File: src/rtl/ps2_frame_receiver.sv
// PS/2 device-to-host frame receiver: start, 8 data bits LSB first, odd parity, stop.
// Optional macro PS2_CLK_FILTER_EN adds a low-time filter on the PS/2 clock edge detector.
module ps2_frame_receiver #(
    parameter int TIMEOUT_CYCLES = 50000,
    parameter int FILTER_CYCLES  = 8
) (
    input  logic       CLK,
    input  logic       RESET,
    input  logic       CLK_MOUSE_IN,
    input  logic       DATA_MOUSE_IN,
    input  logic       READ_ENABLE,
    output logic [7:0] BYTE_READ,
    output logic [1:0] BYTE_ERROR_CODE,
    output logic       BYTE_READY,
    output logic       TIMEOUT,
    output logic       BUSY
);

    localparam int TW = $clog2(TIMEOUT_CYCLES);

    typedef enum logic [1:0] {
        IDLE   = 2'd0,
        DATA   = 2'd1,
        PARITY = 2'd2,
        STOP   = 2'd3
    } state_t;

    state_t        state_q, state_d;
    logic          clk_meta, clk_sync, data_meta, data_sync;
    logic          fe_raw, fe_q, fe_data_q;
    logic [7:0]    shift_q, shift_d;
    logic [2:0]    bit_cnt_q, bit_cnt_d;
    logic [TW-1:0] to_cnt_q, to_cnt_d;
    logic          parity_q, parity_d;
    logic [7:0]    byte_d;
    logic [1:0]    err_d;
    logic          ready_d, timeout_d;

    always_ff @(posedge CLK) begin
        if (RESET) begin
            clk_meta  <= 1'b1;
            clk_sync  <= 1'b1;
            data_meta <= 1'b1;
            data_sync <= 1'b1;
        end else begin
            clk_meta  <= CLK_MOUSE_IN;
            clk_sync  <= clk_meta;
            data_meta <= DATA_MOUSE_IN;
            data_sync <= data_meta;
        end
    end

`ifdef PS2_CLK_FILTER_EN
    localparam int FW = $clog2(FILTER_CYCLES + 1);
    logic [FW-1:0] low_cnt_q;

    // Saturates at FILTER_CYCLES so a long low produces exactly one edge.
    always_ff @(posedge CLK) begin
        if (RESET || clk_sync)
            low_cnt_q <= '0;
        else if (low_cnt_q != FW'(FILTER_CYCLES))
            low_cnt_q <= low_cnt_q + FW'(1);
    end

    assign fe_raw = ~clk_sync && (low_cnt_q == FW'(FILTER_CYCLES - 1));
`else
    logic clk_prev;

    always_ff @(posedge CLK) begin
        if (RESET)
            clk_prev <= 1'b1;
        else
            clk_prev <= clk_sync;
    end

    assign fe_raw = clk_prev & ~clk_sync;
`endif

    // Edge register: the edge and the data level seen in the edge cycle travel together.
    always_ff @(posedge CLK) begin
        if (RESET) begin
            fe_q      <= 1'b0;
            fe_data_q <= 1'b0;
        end else begin
            fe_q      <= fe_raw;
            fe_data_q <= data_sync;
        end
    end

    always_comb begin
        state_d   = state_q;
        shift_d   = shift_q;
        bit_cnt_d = bit_cnt_q;
        to_cnt_d  = to_cnt_q;
        parity_d  = parity_q;
        byte_d    = BYTE_READ;
        err_d     = BYTE_ERROR_CODE;
        ready_d   = 1'b0;
        timeout_d = 1'b0;
        if (state_q == IDLE) begin
            to_cnt_d = '0;
            if (fe_q && !fe_data_q && READ_ENABLE) begin
                state_d   = DATA;
                bit_cnt_d = '0;
            end
        end else if (!READ_ENABLE) begin
            state_d  = IDLE;
            to_cnt_d = '0;
        end else if (fe_q) begin
            to_cnt_d = '0;
            case (state_q)
                DATA: begin
                    shift_d[bit_cnt_q] = fe_data_q;
                    bit_cnt_d          = bit_cnt_q + 3'd1;
                    if (bit_cnt_q == 3'd7)
                        state_d = PARITY;
                end
                PARITY: begin
                    parity_d = fe_data_q;
                    state_d  = STOP;
                end
                STOP: begin
                    byte_d  = shift_q;
                    err_d   = {~fe_data_q, ~(^shift_q ^ parity_q)};
                    ready_d = 1'b1;
                    state_d = IDLE;
                end
                default: state_d = IDLE;
            endcase
        // Terminal count: the increment that would bring the counter to TIMEOUT_CYCLES-1.
        end else if (to_cnt_q == TW'(TIMEOUT_CYCLES - 2)) begin
            timeout_d = 1'b1;
            state_d   = IDLE;
            to_cnt_d  = '0;
        end else begin
            to_cnt_d = to_cnt_q + TW'(1);
        end
    end

    always_ff @(posedge CLK) begin
        if (RESET) begin
            state_q         <= IDLE;
            shift_q         <= '0;
            bit_cnt_q       <= '0;
            to_cnt_q        <= '0;
            parity_q        <= 1'b0;
            BYTE_READ       <= '0;
            BYTE_ERROR_CODE <= '0;
            BYTE_READY      <= 1'b0;
            TIMEOUT         <= 1'b0;
        end else begin
            state_q         <= state_d;
            shift_q         <= shift_d;
            bit_cnt_q       <= bit_cnt_d;
            to_cnt_q        <= to_cnt_d;
            parity_q        <= parity_d;
            BYTE_READ       <= byte_d;
            BYTE_ERROR_CODE <= err_d;
            BYTE_READY      <= ready_d;
            TIMEOUT         <= timeout_d;
        end
    end

    assign BUSY = (state_q != IDLE);

endmodule

File: config.mk
export PLATFORM = sky130hd
export DESIGN_NAME = ps2_frame_receiver
export DESIGN_NICKNAME = d
export VERILOG_FILES = /design/src/rtl/ps2_frame_receiver.sv
export SDC_FILE = /design/constraint.sdc
export NUM_CORES = 1
export LEC_CHECK = 0
export BUFFER_PORTS_ARGS = -buffer_cell sky130_fd_sc_hd__buf_2
export CAP_MARGIN = 20
export CORE_UTILIZATION = 38
export CTS_CLUSTER_DIAMETER = 150
export CTS_CLUSTER_SIZE = 30
export DETAILED_ROUTE_END_ITERATION = 16
export PLACE_DENSITY_LB_ADDON = 0.25
export SKIP_CTS_REPAIR_TIMING = 1
export SLEW_MARGIN = 20
export SYNTH_ARGS = -nofsm -noshare
export SYNTH_HDL_FRONTEND = slang
export SYNTH_SLANG_ARGS = --single-unit
File: constraint.sdc
create_clock -name CLK -period 1.85 [get_ports CLK]
set_input_delay 0.4625 -clock CLK [delete_from_list [all_inputs] [get_ports CLK]]
set_output_delay 0.4625 -clock CLK [all_outputs]
set_load 0.01 [all_outputs]
After elaboration in Yosys (flattened, before gate mapping)
Cells that the tools add are included.
{"block": "op_classes", "add_sub_neg": 2, "order_cmp": 2, "eq_ne": 8, "mux": 17, "bitwise": 8, "n_reduce_logical": 18}
{"op": "$add A16 B1 Y16 const B", "count": 1}
{"op": "$eq A16 B16 Y1 const B", "count": 1}
{"op": "$reduce_and A4 Y1", "count": 4}
{"op": "$mux W3", "count": 5}
{"op": "$mux W2", "count": 6}
{"op": "$bwmux W8", "count": 1}
{"op": "$reduce_bool A2 Y1", "count": 4}
{"op": "$reduce_or A4 Y1", "count": 2}
{"op": "$reduce_xor A8 Y1", "count": 1}
{"op": "$not A1 Y1", "count": 6}
{"op": "$ne A5 B5 Y1 const B", "count": 1}
{"op": "$reduce_or A5 Y1", "count": 1}
{"op": "$eq A2 B2 Y1 const B", "count": 2}
{"op": "$lt A3 B4 Y1 const B", "count": 1}
{"op": "$ne A4 B1 Y1 const B", "count": 1}
{"op": "$pmux W2 S2", "count": 1}
{"op": "$add A3 B1 Y3 const B", "count": 1}
{"op": "$demux W1 S3", "count": 1}
{"op": "$eq A3 B3 Y1 const B", "count": 1}
{"op": "$ge A3 B1 Y1 const B", "count": 1}
{"op": "$logic_and A1 B1 Y1", "count": 3}
{"op": "$mux W1", "count": 3}
{"op": "$reduce_and A3 Y1", "count": 1}
{"op": "$eq A2 B1 Y1 const B", "count": 1}
{"op": "5 further kinds", "count": 5}
{"block": "totals", "ff_bits": 49, "in_bits": 5, "output_inout_bits": 13}

Logic depth before layout (Yosys ltp)
{"block": "depth", "word_depth": 6, "depth_mapped": 8, "ltp_nobuf": 7}

Worst setup path before layout
Ideal clock, no wire load.
{"block": "synth_path", "path_kind": "register to register", "startpoint": "register state_q[0]", "endpoint": "register shift_q[4]", "setup_ps": 129, "arrival_ps": 1713, "required_ps": 1721, "slack_ps": 8, "stages_incl_launch_ff": 9, "path_buffers": 1, "synth_period_minus_slack_ps": 1842, "path_cell_list": "dfxtp_1 > inv_1 > ha_1 > and3b_1 > clkbuf_1 > nand3b_1 > nor3b_1 > mux2i_1 > nor2_1"}
{"block": "synth_via", "elab_chain_cells": 3, "elab_cells_between_ends": 4}
{"item": "start: declaration", "line": "28", "source": "state_t state_q, state_d;"}
{"item": "start signal: assignment", "line": "152", "source": "state_q <= state_d;"}
{"item": "$logic_not A2 Y1", "line": "100", "source": "if (state_q == IDLE) begin"}
{"item": "$not A1 Y1 (no source line)"}
{"item": "$reduce_and A4 Y1 (no source line) *"}
{"item": "end signal: assignment", "line": "153", "source": "shift_q <= shift_d;"}
{"item": "end: declaration", "line": "31", "source": "logic [7:0] shift_q, shift_d;"}
Every way passes the cells marked *; elsewhere a longest branch is shown, timed or not.
A chain may end at the register's enable or synchronous reset.

Final worst setup path
{"block": "layout_path", "startpoint": "register state_q[0]", "endpoint": "output port BUSY"}
{"block": "layout_via", "elab_chain_cells": 1}
{"item": "$reduce_bool A2 Y1", "line": "164", "source": "assign BUSY = (state_q != IDLE);"}
{"item": "end: declaration", "line": "16", "source": "output logic BUSY"}
No other way between the ends.

==> reports/qor_table.md <==
| Item | Reported | Unit |
|:---|:---|:---|
| Post-synthesis sequential element count | 49 | - |
| DRT antenna net count | 0 | - |
| Top flip-flop cell by instance count after synthesis | dfxtp_1 | - |
| Crit path cell chain | inv_1, ha_1, buf_4, inv_1, buf_2 | - |
| Number of global-route vias before repair | 1511 | - |
| Number of synthesis warnings | 0 | - |
| Worst Hold Margin | 0.332 | ns |
| Vias per cell | 4.76 | - |
| Max Cap Violations | 0 | - |
| Total clock buffers created by CTS | 5 | - |
| Vias post-DR | 1579 | - |
| Post-route clock skew | 0.00680 | ns |
| Diode count | 0 | - |
| Total iterations of the first detailed-routing run | 4 | - |
| Max Fanout on Critical Path | 6 | - |
| Timing-limited maximum frequency | 574 | MHz |
| Status | finished clean | - |
| Hpwl dp | 2.64 | mm |
| Net switching power of the design | 0.398 | mW |
| Die outline height | 76.3 | um |
| Worst slew margin relative to its limit | 64.3 | % |
| Root buffer selected by CTS | clkbuf_8 | - |
| Slowest library cell on the worst path | dfxtp_2 | - |
| Post-DP Area | 2300 | sq um |
| Total nets after synthesis | 249 | - |
| Global routing usage summed across all routing layers | 15.4 | % |
| Sum of routed wire length over all layers | 3.92 | mm |
| Number of DRC markers after the initial detailed-route iteration | 60 | - |
| Final hold viol count | 0 | - |
| Hold EP | clk_meta$_SDFF_PP1_ | - |
| Maximum number of pins on one net before global-route repair | 33 | - |
| Worst setup timing slack at the placement stage | 0.0847 | ns |
| Net total in the final layout | 274 | - |
| Fraction of layout instances using a drive strength above 1 | 20.6 | % |
| Proportion of power drawn by flip-flops and latches | 56.8 | % |
| Core area | 5200 | sq um |
| Post-synth top area cell | dfxtp_1 | - |
| Global-route wire length before repair | 7.04 | mm |
| CP Launch Type | flop | - |
| Clock group share of total power | 41.0 | % |
| CTS tree | built | - |
| Post-route DRC | 0 | - |
| CP endpoint kind | output pin | - |
| Growth of design area from synthesis to finish | 16.6 | % |
| Number of antenna violations at the first check in global routing | 0 | - |
| Number of buffers and inverters on the critical path | 4 | - |
| Logic pwr share | 2.2 | % |
| Cell Pwr Density | 769 | nW/um^2 |
| Sequential element share of the synthesized area | 46.8 | % |
| Most Frequent Cell on Critical Path | inv_1 | - |
| Number of synthesized flops with an enable pin | 0 | - |
| Pleak | 0.971 | nW |
| Required time worst endpoint | 1.39 | ns |
| Last weighted congestion value of the routability-driven placer | 0.762 | - |
| Maximum level of the CTS H-tree | 2 | - |
| # setup viols final | 0 | - |
| Cell area after layout | 2450 | sq um |
| Num ports | 18 | - |
| Fin crit share | 94.2 | % |
| Routed length per instance | 11.8 | um |
| Clock tree buffer depth | 2 | - |
| Startpoint of the worst register-to-register path | to_cnt_q[0]$_SDFF_PP0_ | - |
| Cell count of the worst reg-to-reg path | 7 | - |
| Top-area cell type share of the netlist area | 46.8 | % |
| Crit Path Class | flop to output pin | - |
| Final critical-path required period | 1.74 | ns |
| Number of sinks handled by clock tree synthesis | 49 | - |
| Arrival time at the worst endpoint | 1.28 | ns |
| Register-to-register setup slack | 0.13 | ns |
| Worst slew pin tran | 0.534 | ns |
| Design internal power | 1.48 | mW |
| Total of buffers placed on input and output ports | 17 | - |
| Critical Path Source | state_q[0]$_SDFFE_PP0P_ | - |
| Cell with the most instances after synthesis | dfxtp_1 | - |
| Die Outline Area | 5820 | sq um |
| Top cells by count, synth | 49 x dfxtp_1, 38 x nor2_1, 30 x nand2_1 | - |
| R2r endpoint | state_q[1]$_SDFFE_PP0P_ | - |
| Horiz. Die Dim | 76.3 | um |
| CTS clk-pin slew, worst paths | 0.09 | ns |
| Max-slew violations | 0 | - |
| Largest incremental delay on the critical path | 0.35 | ns |
| Synthesized cell area | 2100 | sq um |
| Post-route setup slack | 0.107 | ns |
| Starting utilization of the core area | 40.3 | % |
| Number of distinct standard cells referenced by the synthesized netlist | 34 | - |
| Worst hold path cell count | 2 | - |
| Top area cells in the synthesized netlist | dfxtp_1 47%, nor2_1 6.8%, xnor2_1 5.4%, nand2_1 5.4%, ha_1 4.8% | - |
| Cells after Synth | 236 | - |
| Fraction of registers with async set or reset after synthesis | 0 | % |
| # rows | 26 | - |
| Overall overflow remaining after global route | 0 | - |
| Worst vdd rail ir drop | 0.554 | mV |
| Switching portion of total power | 21.2 | % |
| Clock insertion delay at the later pin of the skew report | 0.30 | ns |
| Gate family responsible for the most delay along the worst path | buffers and inverters | - |
| Mean cell area of the mapped netlist | 8.89 | sq um |
| Min-delay worst type | input pin to flop | - |
| Startpoint of the tightest hold check path | CLK_MOUSE_IN | - |
-- layer usage --
layer / vias up / routed length (um) / track usage (%) / share of wire (%)
li1: 826 / - / - / -
met1: 729 / 2040 / 21.5 / 52
met2: 17 / 1700 / 22.7 / 43
met3: 7 / 102 / 3.35 / 2.6
met4: 0 / 72 / 6.92 / 1.8
met5: - / 0 / 0 / 0
-- power groups by stage --
stage | logic [mW] | registers (mW) | clock network, mW
finish | 0.0410 | 1.07 | 0.771
global route | 0.0469 | 1.07 | 0.834
CTS | 0.0397 | 1.07 | 0.804
detailed placement | 0.0395 | 1.09 | 0
global placement | 0.0390 | 1.09 | 0
floorplan | 0.0282 | 1.09 | 0
-- cell families after synthesis --
family / after synthesis / share of synthesized area [%]
xor+xnor: 22 / 9.18
fa+ha+maj: 8 / 4.77
simple gates: 112 / 26.4
mux: 9 / 4.53
buf+inv: 17 / 3.16
compound gates: 19 / 5.25
flops: 49 / 46.8
-- final cells by class --
| type | instances | area, sq um |
|---|---|---|
| Inverter | 7 | 26.3 |
| Fill cell | 538 | 2760 |
| Clock inverter | 3 | 46.3 |
| Timing Repair Buffer | 28 | 168 |
| Clock buffer | 5 | 68.8 |
| Sequential cell | 49 | 982 |
| Multi-Input combinational cell | 170 | 1070 |
| Tap cell | 70 | 87.6 |
-- through the flow --
| step | util, % | TNS [ns] | power, mW | instances |
|---|---|---|---|---|
| floorplan | - | 0 | 1.12 | 236 |
| global placement | 44.2 | 0 | 1.13 | 322 |
| detailed placement | 44.2 | 0 | 1.13 | 322 |
| CTS | 46.4 | 0 | 1.91 | 330 |
| global route | 47.0 | -0.0133 | 1.95 | 332 |
| finish | 47.0 | 0 | 1.88 | 332 |
-- cell usage in the layout, fill, tap and decap left out, types with 5 or more instances in the layout --
cell type   n
a21oi_1    12
buf_2      17
buf_4      11
clkbuf_8    5
dfxtp_1    48
ha_1        8
inv_1       7
mux2i_1     8
nand2_1    30
nand3_1     6
nor2_1     38
or2_2       6
xnor2_1    13
xor2_1      9
-- registers in the layout (all words and copies together), names as in the netlist --
register,flops
data_meta,1
TIMEOUT,1
parity_q,1
shift_q,8
data_sync,1
BYTE_READ,8
BYTE_READY,1
clk_prev,1
clk_sync,1
BYTE_ERROR_CODE,2
fe_data_q,1
bit_cnt_q,3
fe_q,1
clk_meta,1
state_q,2
to_cnt_q,16
-- worst max path at each step --
stage | slack (ns) | end | depth (start not counted)
after floorplan | 0.008 | shift_q[4]$_SDFFE_PP0P_ | 8
after global placement | 0.13 | shift_q[4]$_SDFFE_PP0P_ | 7
after detailed placement | 0.08 | shift_q[4]$_SDFFE_PP0P_ | 7
after CTS | 0.02 | BUSY | 5
after global routing | -0.01 | shift_q[2]$_SDFFE_PP0P_ | 7
final | 0.11 | BUSY | 5
(Power assumes the default switching activity.)
